File: config.mk
export PLATFORM = sky130hd
export DESIGN_NAME = booth_seq_ctrl
export DESIGN_NICKNAME = d
export VERILOG_FILES = /design/src/rtl/booth_seq_ctrl.sv
export SDC_FILE = /design/constraint.sdc
export NUM_CORES = 1
export LEC_CHECK = 0
export CORE_UTILIZATION = 45
export CTS_CLUSTER_DIAMETER = 100
export DETAILED_ROUTE_END_ITERATION = 16
export GPL_TIMING_DRIVEN = 1
export PLACE_DENSITY = 0.77
export REMOVE_ABC_BUFFERS = 1
export SLEW_MARGIN = 30
export SYNTH_ARGS = -nofsm -noshare
export SYNTH_HDL_FRONTEND = slang
export SYNTH_SLANG_ARGS = --single-unit
File: constraint.sdc
create_clock -name clk -period 3.3 [get_ports clk]
set_clock_uncertainty 0.05 [all_clocks]
set_input_delay 0.99 -clock clk [delete_from_list [all_inputs] [get_ports clk]]
set_output_delay 0.99 -clock clk [all_outputs]
set_load 0.01 [all_outputs]
File: src/rtl/booth_seq_ctrl.sv
// Radix-2 Booth sequential multiplier controller: one add/sub + arithmetic shift
// per cycle over A/Q/M registers, and drives the XOR complementer and carry-in.
module booth_seq_ctrl #(
  parameter int WIDTH = 8
) (
  input  logic                 clk,
  input  logic                 rst,
  input  logic                 start,
  input  logic [WIDTH-1:0]     multiplicand,
  input  logic [WIDTH-1:0]     multiplier,
  output logic                 busy,
  output logic                 done,
  output logic [2*WIDTH-1:0]   product,
  output logic                 dp_inv,
  output logic                 dp_cin
);

  localparam int CW = (WIDTH > 2) ? $clog2(WIDTH) : 1;
  localparam logic [CW-1:0] CNT_INIT = CW'(WIDTH - 1);
  localparam logic [CW-1:0] CNT_ONE  = CW'(1);

  typedef enum logic {IDLE, RUN} state_t;

  state_t           state, state_next;
  logic [WIDTH:0]   a;
  logic [WIDTH-1:0] q;
  logic [WIDTH-1:0] m;
  logic             q_m1;
  logic [CW-1:0]    cnt;

  logic             accept, last, add_en;
  logic [WIDTH:0]   m_ext, addend, a_sum, a_shift;
  logic [WIDTH-1:0] q_shift;

  // NOTE: every output of this block gets a default before the case, so no
  // path leaves a variable unassigned and no latch is inferred.
  always_comb begin
    state_next = state;
    accept     = 1'b0;
    last       = 1'b0;
    case (state)
      IDLE: if (start) begin
        state_next = RUN;
        accept     = 1'b1;
      end
      RUN: if (cnt == '0) begin
        state_next = IDLE;
        last       = 1'b1;
      end
      default: state_next = IDLE;
    endcase
  end

  assign busy   = (state == RUN);
  assign dp_inv = busy && q[0] && !q_m1;
  assign dp_cin = dp_inv;

  // Subtraction reuses the adder: XOR M with all-ones and inject carry-in 1.
  always_comb begin
    m_ext   = {m[WIDTH-1], m};
    addend  = m_ext ^ {(WIDTH+1){dp_inv}};
    add_en  = q[0] ^ q_m1;
    a_sum   = add_en ? (a + addend + {{WIDTH{1'b0}}, dp_cin}) : a;
    a_shift = {a_sum[WIDTH], a_sum[WIDTH:1]};
    q_shift = {a_sum[0], q[WIDTH-1:1]};
  end

  // NOTE: sequential state uses non-blocking assignments so every register
  // samples the pre-edge values computed above.
  always_ff @(posedge clk or posedge rst) begin
    if (rst) begin
      state   <= IDLE;
      done    <= 1'b0;
      product <= '0;
      a       <= '0;
      q       <= '0;
      q_m1    <= 1'b0;
      m       <= '0;
      cnt     <= '0;
    end else begin
      state <= state_next;
      done  <= last;
      if (accept) begin
        a    <= '0;
        q    <= multiplier;
        q_m1 <= 1'b0;
        m    <= multiplicand;
        cnt  <= CNT_INIT;
      end else if (busy) begin
        a    <= a_shift;
        q    <= q_shift;
        q_m1 <= q[0];
        cnt  <= cnt - CNT_ONE;
      end
      if (last) begin
        product <= {a_shift[WIDTH-1:0], q_shift};
      end
    end
  end

endmodule

Yosys cells after proc, flatten, opt, wreduce, memory -nomap -nowiden
Index checks and enable logic that the tools add are counted.
Widths: inputs -> output; s select.
- register bits: 47
- bitwise operators: 3
- add/sub/neg operators: 3
- mux-type cells: 15
- reductions and logical operators: 5
- operators by type and width (operator ; count):
    $mux 9 ; 3
    $mux 8 ; 2
    $add 9x1->9 ; 1
    $add 9x9->9 ; 1
    $xor 9x9->9 ; 1
    $mux 1 ; 7
    $mux 3 ; 2
    $logic_not 3->1 ; 1
    $sub 3x1->3 const B ; 1
    $logic_and 1x1->1 ; 2
    $pmux 1 s2 ; 1
    $reduce_bool 2->1 ; 1
    $logic_not 1->1 ; 1
    $not 1->1 ; 1
    $xor 1x1->1 ; 1

Depth between registers and ports, before layout
- depth in word-level cells: 8
- gate-level depth with buffers: 10
- mapped depth without buffers: 8

Least setup slack after synthesis
OpenSTA, ideal clock, no wires.
- kind: reg2reg
- start: register state (netlist: busy)
- end: register product[13]
- setup slack: 0.558 ns
- data arrival time: 2.570 ns
- stages on the path, launching flop included: 11
- data required time: 3.128 ns
- path through: dfrtp_1 clkbuf_1 nand3b_1 clkbuf_1 xnor2_1 fa_1 a211oi_1 o21bai_1 a21oi_1 mux2i_1 nand2_1
- cells in the longest elaborated chain, start to end: 6
- elaborated cells between the ends (all ways): 7
- RTL lines (element ; RTL line ; text):
    start: declaration ; 24 ; state_t state, state_next;
    start signal: assignment ; 81 ; state <= state_next;
    $logic_and 1x1->1 (2 in series) ; 55 ; assign dp_inv = busy && q[0] && !q_m1;
    $xor 9x9->9 ; 61 ; addend = m_ext ^ {(WIDTH+1){dp_inv}};
    $add 9x9->9 ; 63 ; a_sum = add_en ? (a + addend + {{WIDTH{1'b0}}, dp_cin}) : a;
    $add 9x1->9 ; 63 ;
    $mux 9 ; 63 ;
    end signal: assignment ; 96 ; product <= {a_shift[WIDTH-1:0], q_shift};
    end: declaration ; 13 ; output logic [2*WIDTH-1:0] product,
Parallel ways exist; a longest one is shown, timed or not.
A chain may end at the register's enable or synchronous reset.

Worst setup path after layout
- start: register state (netlist: busy)
- end: output port dp_inv
- cells in the longest elaborated chain, start to end: 2
- RTL lines (element ; RTL line ; text):
    $logic_and 1x1->1 (2 in series) ; 55 ;
    end: declaration ; 14 ; output logic dp_inv,
Every way passes these cells.

==> impl_metrics.py <==
metrics = {
    "run_status": {
        "status": "complete, no violations",
    },
    "power": {
        "power.internal_mw": 2.079,
        "seqPwrFrac_pct": 28.9,
        "comb_power_share_pct": 61.5,
        "p_clk_share_pct": 9.6,
        "power_leakage_nw": 1.362,
        "p_switching_mw": 1.563,
        "p_sw_share_pct": 42.92,
        "ir_worst_vdd_mv": 0.7043,
        "p_per_area_mw_per_mm2": 1227,
        "p_total_mw": 3.643,
    },
    "min_path": {
        "hold_path.class": "register to register",
        "worstHoldStart": "product[4]",
        "min_path_cells": 2,
        "hold_end": "product[4]",
    },
    "logic_synthesis": {
        "syn_area_mm2": 0.002437,
        "post_synth.cell_area_avg_um2": 10.37,
        "syn_inst": 235,
        "synth_cell_types": 46,
        "synth_warnings": 0,
        "synth_top_area_cell": "dfrtp_1",
        "synth_area_leaders": "dfrtp_1, nand2_1, mux2i_1",
        "ys_ff_latch": 46,
        "synth_top_area_share_pct": 47.23,
        "yosysSeqAreaShare_pct": 47.23,
    },
    "place": {
        "place.gp.congestion": 0.8527,
        "place_hpwl_um": 3442,
        "numPlacedInstances": 338,
        "io_buffers": 38,
    },
    "worst_setup_path": {
        "reg2reg_depth": 9,
        "max_stage_delay_ns": 0.55,
        "regToRegStartpoint": "busy",
        "crit_chain": "buf_4 > nand3b_1 > inv_1 > clkdlybuf4s50_1",
        "cp_data_required_time_ns": 2.26,
        "cp.arrival_ns": 2.01,
        "timing.rr.end": "a[7]",
        "crit_type": "register to output pin",
        "path_max_fanout": 18,
        "worst_setup_path_end_kind": "output pin",
        "cpMaxStageDelayCell": "clkdlybuf4s50_1",
        "reg2reg_slack_ns": 0.33,
        "crit_path_start_kind": "register",
    },
    "clock_tree": {
        "ctsHoldBuffers": 0,
        "cts_tree": "done",
        "post-cts-setup-buffers": 0,
        "ctsHtreeMaxLevel": 2,
        "cts_buffers": 5,
        "cts.sinks": 46,
        "clk_latency_ns": 0.31,
        "path_clk_slew_ns": 0.09,
        "ctsRootBufferMaster": "clkbuf_8",
        "cts_buffer_depth": 2,
        "cts-resized-gates": 0,
    },
    "timing": {
        "hold_viol_final": 0,
        "min_period_ns": 3.054,
        "fmax_mhz": 327.5,
        "hold_slack_ns": 0.4291,
        "tightest_slew_ns": 0.6051,
        "slew_headroom_pct": 59.53,
        "slew_violations": 0,
        "finalCritPeriodShare_pct": 92.53,
        "setup_viol": 0,
        "fin_setup_tns_ns": 0,
        "rsz0062_at_grt": "false",
    },
    "floorplan": {
        "fp.dieH_um": 75.60,
        "num_rows": 26,
        "fp.dieW_um": 75.60,
        "start_util_pct": 47.12,
        "die_area_mm2": 0.005715,
        "ios": 39,
        "core_area_mm2": 0.005172,
    },
    "finish": {
        "antenna_cells": 0,
        "final_cells": 346,
        "drive_gt1_share_pct": 11.96,
        "area_delta_synth_final_pct": 21.77,
        "finalNetCount": 304,
    },
    "routing": {
        "drt_iter0_markers": 92,
        "ant_nets": 0,
        "dr.pass1.iters": 4,
        "wire_per_inst_um": 14.04,
        "via_count": 1814,
        "wl_um": 4859,
        "drc_errors": 0,
        "via_per_inst": 5.243,
    },
    "global_route": {
        "gr-usage-all-layers_pct": 20.19,
        "grt-ovfl-total": 0,
        "grt_max_degree": 47,
        "grt_pass1_wl_um": 8535,
        "grt_pass1_vias": 1807,
        "antenna_found_initial": 0,
    },
    "job": {
        "drv_cap": 0,
    },
}
## per-stage QoR
step / utilization [%] / cell area, um^2 / worst slack [ns]
after floorplan: - / 2354 / 0.02194
after global placement: 55.71 / 2882 / 0.4865
after detailed placement: 55.71 / 2882 / 0.2851
after CTS: 57.38 / 2968 / 0.2110
after global routing: 57.38 / 2968 / 0.03390
final: 57.38 / 2968 / 0.2464
## per-layer routing
| layer | wire length (um) | GRT usage [%] | vias up |
|---|---|---|---|
| met3 | 231 | 4.365 | 5 |
| met5 | 0 | 0 | - |
| met1 | 2396 | 27.34 | 866 |
| met4 | 59 | 7.202 | 0 |
| li1 | - | - | 895 |
| met2 | 2172 | 32.14 | 48 |
## Yosys cell counts (all sizes together)
master	instances
o21bai	1
nor3	5
a221oi	1
nor2b	2
a2bb2oi	2
nand4	1
a211oi	3
xor2	2
o21a	1
o31ai	2
nand3	2
buf	3
nand4b	1
nor2	7
a21oi	9
and3	1
dfrtp	46
nand2b	4
fa	1
or2	1
a32oi	1
xnor2	12
o211ai	1
clkbuf	10
a31oi	2
and2	1
inv	6
mux2	9
o21ai	19
nand3b	1
mux2i	13
nor3b	2
nand2	41
and4bb	1
ha	9
o22ai	3
a21o	6
a22o	1
a211o	2
## cells by family (layout without fill, tap and decap cells)
kind of cell	count (synthesis)	after routing	synth area share, %
XOR/XNOR	14	14	5.031
flip-flops	46	46	47.23
AO/OA/AOI/OAI	54	54	15.04
adder cells (fa/ha/maj)	10	10	5.442
buffers and inverters	19	60	4.363
multiplexers	22	22	9.497
AND/OR/NAND/NOR	70	70	13.40
## critical path: cells and delay by family, from the launching register on
family                 cells  cell delay (ns)
and+or+nand+nor            1             0.40
buffers and inverters      3             0.96
DFF                        1             0.35
## sequential cells by signal, indices dropped and copies added, names as in the netlist
name / flops
product: 16
cnt: 3
q: 8
a: 8
busy: 1
q_m1: 1
done: 1
m: 8
## final cells by class
type / count / area [um^2]
inverters: 6 / 22.52
fillers: 442 / 2205
flip-flops and latches: 46 / 1151
clock inverters: 2 / 13.76
well taps: 70 / 87.58
clock buffers: 6 / 72.57
repair buffers: 46 / 440.4
multi-input cells: 170 / 1180
## how the worst max path moves through the flow
stage                     from          end  depth (start not counted)
after global routing      busy         a[7]                          9
after detailed placement  busy         a[7]                          9
after global placement    busy  product[13]                          9
after floorplan           busy  product[12]                          8
final                     busy       dp_inv                          4
after CTS                 busy       dp_cin                          4
## cell usage in the layout, fill, tap and decap left out, drive strengths merged, types with 3 or more instances in the layout
cell type / n
a21oi: 9
clkbuf: 6
buf: 8
o21ai: 19
nor2: 7
clkinv: 3
nand2b: 4
nand2: 41
xnor2: 12
a211oi: 3
ha: 9
a21o: 6
mux2i: 13
o22ai: 3
mux2: 9
dfrtp: 46
inv: 5
nor3: 5
clkdlybuf4s50: 38
## power groups by stage
| stage | clock (mW) | combinational (mW) | sequential, mW |
|---|---|---|---|
| 2_1_floorplan | 0 | 1.52 | 1.11 |
| 3_3_place_gp | 0 | 2.17 | 1.05 |
| 3_5_place_dp | 0 | 2.25 | 1.06 |
| 4_1_cts | 0.356 | 2.25 | 1.05 |
| 5_1_grt | 0.381 | 2.52 | 1.09 |
| 6_report | 0.348 | 2.24 | 1.05 |
(Power assumes the default switching activity.)
